<file path="src/rtl/seq_det_pkg.sv">
// Shared types and constants for the serial 1011 pattern detector.
// The state codes double as the debug encoding on state_o.
package seq_det_pkg;

    typedef enum logic [2:0] {
        S0    = 3'd0,
        S1    = 3'd1,
        S10   = 3'd2,
        S101  = 3'd3,
        FOUND = 3'd4
    } state_t;

    localparam logic [3:0] PATTERN = 4'b1011;
    localparam int         PAT_LEN = 4;

endpackage

</file>
<file path="src/rtl/sat_counter.sv">
// Saturating up-counter with synchronous clear taking priority over increment.
// Holds at all-ones instead of wrapping.
module sat_counter #(
    parameter int W = 8
) (
    input  logic         clk,
    input  logic         reset,
    input  logic         inc_i,
    input  logic         clr_i,
    output logic [W-1:0] count_o
);

    logic [W-1:0] cnt_q;
    logic [W-1:0] cnt_d;

    always_comb begin
        cnt_d = cnt_q;
        if (clr_i) begin
            cnt_d = '0;
        end else if (inc_i && (cnt_q != '1)) begin
            cnt_d = cnt_q + 1'b1;
        end
    end

    always_ff @(posedge clk or posedge reset) begin
        if (reset) begin
            cnt_q <= '0;
        end else begin
            cnt_q <= cnt_d;
        end
    end

    assign count_o = cnt_q;

endmodule

</file>
<file path="src/rtl/seq_detector_1011.sv">
// Moore detector for the serial pattern 1011 (first bit first) on the
// latched data bit, with a saturating match counter.
module seq_detector_1011
    import seq_det_pkg::*;
#(
    parameter int CNT_W   = 8,
    parameter bit OVERLAP = 1'b1
) (
    input  logic             clk,
    input  logic             reset,
    input  logic             en,
    input  logic             din,
    input  logic             clr,
    output logic             match,
    output logic [CNT_W-1:0] match_count,
    output logic [2:0]       state_o
);

    state_t state_q;
    state_t state_d;
    logic   inc;

    always_ff @(posedge clk or posedge reset) begin
        if (reset) begin
            state_q <= S0;
        end else begin
            state_q <= state_d;
        end
    end

    // Illegal codes recover to S0 even while sampling is disabled.
    always_comb begin
        state_d = state_q;
        unique case (state_q)
            S0: begin
                if (en) state_d = (din == PATTERN[PAT_LEN-1]) ? S1 : S0;
            end
            S1: begin
                if (en) state_d = (din == PATTERN[PAT_LEN-2]) ? S10 : S1;
            end
            S10: begin
                if (en) state_d = (din == PATTERN[PAT_LEN-3]) ? S101 : S0;
            end
            S101: begin
                if (en) state_d = (din == PATTERN[PAT_LEN-4]) ? FOUND : S10;
            end
            FOUND: begin
                if (en) begin
                    if (din) state_d = S1;
                    else     state_d = OVERLAP ? S10 : S0;
                end
            end
            default: state_d = S0;
        endcase
    end

    always_comb begin
        match   = (state_q == FOUND);
        state_o = state_q;
    end

    assign inc = en && (state_d == FOUND);

    sat_counter #(
        .W(CNT_W)
    ) u_cnt (
        .clk    (clk),
        .reset  (reset),
        .inc_i  (inc),
        .clr_i  (clr),
        .count_o(match_count)
    );

endmodule

</file>
<file path="config.mk">
export PLATFORM = sky130hd
export DESIGN_NAME = seq_detector_1011
export DESIGN_NICKNAME = d
export VERILOG_FILES = /design/src/rtl/seq_det_pkg.sv /design/src/rtl/sat_counter.sv /design/src/rtl/seq_detector_1011.sv
export SDC_FILE = /design/constraint.sdc
export NUM_CORES = 1
export LEC_CHECK = 0
export CAP_MARGIN = 15
export CORE_UTILIZATION = 40
export CTS_CLUSTER_DIAMETER = 60
export DETAILED_ROUTE_END_ITERATION = 8
export HOLD_SLACK_MARGIN = 0.06
export PLACE_DENSITY_LB_ADDON = 0.08
export REMOVE_ABC_BUFFERS = 1
export SYNTH_ARGS = -nofsm -noshare
export SYNTH_HDL_FRONTEND = slang
export SYNTH_SLANG_ARGS = --single-unit
</file>
<file path="constraint.sdc">
create_clock -name clk -period 1.99 [get_ports clk]
set_clock_uncertainty 0.05 [all_clocks]
set_input_delay 0.398 -clock clk [delete_from_list [all_inputs] [get_ports clk]]
set_output_delay 0.398 -clock clk [all_outputs]
set_load 0.005 [all_outputs]
</file>
Word-level counts from Yosys, hierarchy flattened
Index checks and enable logic that the tools add are counted.

Equal/unequal tests: 6. Muxes and demuxes: 11. $add $sub $neg: 1. Reductions and logical operators: 5.

Operator list (number): 8-bit 2-to-1 mux (2); 3-bit 2-to-1 mux (5); 3-bit one-hot mux with 4 select lines (1); 8-bit by 1-bit adder with 8-bit output (second input constant) (1); 8-bit inequality test (second input constant) (1); 3-bit by 2-bit equality test with 1-bit output (second input constant) (2); 3-bit equality test (second input constant) (2); 2-bit 2-to-1 mux (2); 3-bit by 1-bit equality test with 1-bit output (second input constant) (1); 3-bit zero test (1); 1-bit logical AND (2); 2-bit nonzero test (1); 2-bit OR reduction (1); 1-bit 2-to-1 mux (1).

Flip-flop bits (word level): 11. Output and inout bits: 12. Word-level logic and storage cells: 25. Input port bits: 5.

Longest topological paths before layout
Gate-level depths: netlist of run 1.

Word-level depth: 8. Mapped depth: 5. Depth with buffers taken out: 5.

Hierarchy
From an unflattened synthesis of run 1, not the netlist that was laid out.

Cell total of the unflattened synthesis: 68. Area, all modules: 681.9 µm².

Modules (own cells, without submodules): sat_counter (sequential area each 200.2 µm², cells each 49, times used 1, area an instance 504.2 µm²); seq_detector_1011 (sequential area each 75.1 µm², cells each 19, times used 1, area an instance 177.7 µm²).

Worst setup path after synthesis of run 1
OpenSTA, ideal clock, no wires.

Path type: reg-to-reg. Start: reg state_q[2] (netlist: state_o[2]). End: reg u_cnt.cnt_q[6] (netlist: u_cnt.count_o[6]). Path buffers: 0. Required time: 1.846 ns. Setup slack: 0.437 ns. Arrival time: 1.409 ns. Library setup time: 0.094 ns. Clock period less this slack: 1.553 ns. Cell stages (with the launch flop): 5. Cell sequence: dfrtp_1 > and4b_2 > nand2_2 > or3b_1 > a221oi_2.

Word-level cells in the longest chain between the ends: 7. Elaborated cells between the ends (all ways): 15. Those cells by class: 5 x eq/ne; 5 x mux; 5 x reduce/logical.

Ends and longest elaborated chain: start: declaration (RTL line seq_detector_1011.sv:19) `state_t state_q;`; start signal: assignment (RTL line seq_detector_1011.sv:27) `state_q <= state_d;`; 3-bit equality test or 3-bit by 1-bit equality test with 1-bit output (tied branches) (RTL line seq_detector_1011.sv:34) `unique case (state_q)`; 2-bit OR reduction (no line); 3-bit one-hot mux with 4 select lines * (RTL line seq_detector_1011.sv:34); 3-bit equality test * (RTL line seq_detector_1011.sv:62) `assign inc = en && (state_d == FOUND);`; 1-bit logical AND * (RTL line seq_detector_1011.sv:62); 1-bit logical AND * (RTL line sat_counter.sv:20) `end else if (inc_i && (cnt_q != '1)) begin`; 2-bit nonzero test (no line) *; end signal: assignment (RTL line sat_counter.sv:29) `cnt_q <= cnt_d;`; end: declaration (RTL line sat_counter.sv:13) `logic [W-1:0] cnt_q;`.

Every way passes the cells marked *; elsewhere a longest branch is shown, timed or not. A chain may end at the register's enable or synchronous reset.

Worst setup path after layout of run 1
Start: reg state_q[1] (netlist: state_o[1]). End: out match.

Word-level cells in the longest chain between the ends: 1.

Ends and longest elaborated chain: 3-bit equality test (RTL line seq_detector_1011.sv:58) `match = (state_q == FOUND);`; end: declaration (RTL line seq_detector_1011.sv:14) `output logic match,`.

Every way passes these cells.

==> metrics.csv, run 1 <==
stage;metric;value;unit
worst_setup_path;R2R Setup Slk;0.34;ns
worst_setup_path;CP Launch Type;flip-flop;
pwr;Power Total;0.0004581;W
drt;DR vias/cell;5.657;
timing;final hold viol count;0;
worst_setup_path;Setup CP Type;flip-flop to output port;
grt;Total GRT Usage;0.1929;
drt;antenna-violating nets left;0;
synthesis;register bit total from synthesis;11;
timing;setup TNS;0;ns
synthesis;Warnings, synthesis;0;
pwr;Comb power frac;0.144;
timing;RSZ-0062 raised after global routing;no;
synthesis;Yosys cell types;30;
worst_setup_path;crit-path cells;nor2_2 > nand2_1 > inv_1 > clkdlybuf4s50_1;
pwr;Seq pwr share;0.519;
worst_setup_path;Reg2Reg Capture Point;u_cnt.count_o[6]$_DFFE_PP0P_;
cts;Max Buffers Root-to-Sink;2;
pwr;PD cells;545.7;nW/um2
grt;largest net degree at the start of global routing;12;
job;Max-cap violations;0;
timing;Worst Max-Slew Pin Slew;0.4271;ns
drt;DR vias;577;
worst_setup_path;Worst EP arrival;1.44;ns
pwr;clock power share;0.337;
drt;WL/cell;12.91;um
grt;gr ovfl total;0;
timing;Max-slew headroom;0.7149;
synthesis;Mapped Area;609.3;um2
synthesis;Post-Syn Instances;64;
worst_setup_path;worst-case reg-to-reg path depth;4;
timing;f_max;530.8;MHz
worst_setup_path;CP max stage delay;0.48;ns
synthesis;Avg Cell Area, Syn;9.521;um2
drt;final wirelength;1317;um
die;initial core utilization;0.4460;
cts;Skew-Pair Late Insertion Delay;0.27;ns
cts;CTS Buf Count;3;
placement;GPL Wtd Cong;0.7636;
cts;CTS Sinks;11;
cells_and_area;Layout area overhead;37.78;%
cells_and_area;commonest non-fill, non-tap cell in the layout;clkdlybuf4s50_1;
worst_setup_path;count of buffer and inverter cells on the critical path;2;
placement;post-DP HPWL;934.8;um
worst_setup_path;Critical Path Fanout Max;5;
drt;drc violations;0;
die;Chip Width;41.03;um
timing;Final min period;1.884;ns
pwr;Int Power;0.0003439;W
grt;vias in the first global route;466;
cells_and_area;layout cells sized above 1;0.1264;
die;row cnt;13;
grt;initial antenna violation count;0;
cts;clk slew on worst S/H paths;0.07;ns
cts;CTS tree;yes;
drt;Detailed Route Iter0 Violations;11;
die;Die Area;1683;um2
pwr;switching portion of total power;0.2493;
cells_and_area;Final Core Density;0.6145;
cts;htree depth;1;
synthesis;register area share after synthesis;0.4517;
worst_setup_path;critical path's slowest cell;clkdlybuf4s50_1;
die;Die Y;41.03;um
pwr;VDD IR-drop max;0.3432;mV
timing;Hold Slack;0.3620;ns
timing;pins over their slew limit;0;
placement;IO buf count;16;
worst_setup_path;Critical Path RT;1.54;ns
cells_and_area;most frequent cells in the layout;clkdlybuf4s50_1, dfrtp_1, nor2_1;
die;Boundary Pins;17;
worst_hold_path;Hold/Removal Path Class;input port to async pin;
worst_setup_path;crit path capture type;output port;
cells_and_area;Nets;94;
timing;endpoints failing setup;0;
cells_and_area;ANT cells;0;
worst_setup_path;delay-heaviest family, CP;buffers and inverters;
drt;drt first pass iters;4;
cts;Clk Tree Root Cell;clkbuf_4;
pwr;Psw;0.0001142;W
grt;first-pass GRT wire length;1945;um
pwr;leak pwr;0.3641;nW
cts;Post-CTS Setup Inserts;0;
outcome;status;completed;
timing;final worst-path cycle share;0.9468;
die;Core ar.;1366;um2
worst_setup_path;reg2reg start;state_o[2]$_DFF_PP0_;
-- layout make-up --
cell class | instances | area [um2]
fill | 119 | 526.8
multi-input combinational | 48 | 317.8
sequential | 11 | 275.3
timing repair buffer | 19 | 182.7
clock buffer | 4 | 26.28
inverter | 5 | 18.77
tap | 15 | 18.77
-- how the worst max path moves through the flow --
stage | startpoint | endpoint | slack [ns] | depth (start not counted)
after floorplan | state_o[2]$_DFF_PP0_ | u_cnt.count_o[6]$_DFFE_PP0P_ | 0.44 | 4
after detailed placement | din | u_cnt.count_o[6]$_DFFE_PP0P_ | -0.03 | 5
after global placement | din | u_cnt.count_o[6]$_DFFE_PP0P_ | 0.005 | 5
after global routing | state_o[1]$_DFF_PP0_ | match | 0.006 | 4
final | state_o[1]$_DFF_PP0_ | match | 0.11 | 4
after CTS | state_o[1]$_DFF_PP0_ | match | 0.05 | 4
-- cell families after synthesis --
| group | Yosys count | synth area share |
|---|---|---|
| AND/OR/NAND/NOR | 26 | 0.2423 |
| AO/OA/AOI/OAI | 19 | 0.2238 |
| flip-flops | 11 | 0.4517 |
| buffers and inverters | 5 | 0.03080 |
| XOR/XNOR | 1 | 0.01438 |
| multiplexers | 1 | 0.01643 |
| adder cells (fa/ha/maj) | 1 | 0.02053 |
-- synthesized netlist by cell type, drive strengths merged --
cell type  count  share of area
nand3          2          0.016
nand2          4          0.029
dfrtp         11           0.45
o211ai         2          0.025
o31a           1          0.014
and2           1          0.010
nand4          2          0.021
and3           2          0.021
nor3b          1          0.012
o21bai         1          0.012
o21ai          4          0.033
a221oi         1          0.025
a32o           1          0.016
nor4           1          0.010
o21ba          1          0.016
inv            5          0.031
mux2i          1          0.016
a211oi         2          0.025
and4b          1          0.018
xor2           1          0.014
ha             1          0.021
a31oi          2          0.021
or3b           1          0.014
nor2b          1          0.010
a21oi          3          0.025
nor2           7          0.043
o31ai          1          0.012
and4           2          0.029
nor3           1         0.0082
-- worst reg2reg max path, delay by kind of cell (launching register included) --
family,cells,cell delay (ns)
flops,1,0.45
simple gates,3,0.83
compound gates,1,0.22
-- timing repair --
item / in CTS / in global routing
setup endpoints to repair: 0 / 1
resized for setup: 0 / 1
endpoints found under the hold margin: 0 / 0
hold buffers: 0 / 0
-- power groups by stage --
stage,Combinational [W],Clock (W),Sequential [W]
finish,0.0000659,0.000154,0.000238
global route,0.0000718,0.000173,0.000239
CTS,0.0000658,0.000163,0.000237
detailed placement,0.0000655,0,0.000242
global placement,0.0000650,0,0.000241
floorplan,0.0000236,0,0.000244
-- flip-flops by register name, summed over array words and instances (netlist names) --
| name | flops |
|---|---|
| state_o | 3 |
| u_cnt.count_o | 8 |
-- through the flow --
step                      setup WS [ns]  std cells  area, um2
after CTS                       0.05298        102      837.1
after global placement         0.004658         98      810.8
final                            0.1059        102      839.6
after detailed placement       -0.02914         98      810.8
after global routing           0.006190        102      839.6
after floorplan                  0.4374         64      609.3
-- metal layers --
layer,track usage,wire (um),vias to the layer above,part of all wire
met1,0.2260,628,266,0.48
met3,0.08152,70,4,0.053
met5,0,0,-,0
met4,0.1250,34,0,0.026
met2,0.2852,585,18,0.44
li1,-,-,289,-
No activity file was read; power rests on OpenSTA's default activity.
==> inputs of run 2 (changes only) <==
- SLEW_MARGIN: default -> 15
==> results of run 2 <==
The final DEF is identical to that of run 1; final timing and power are the same.
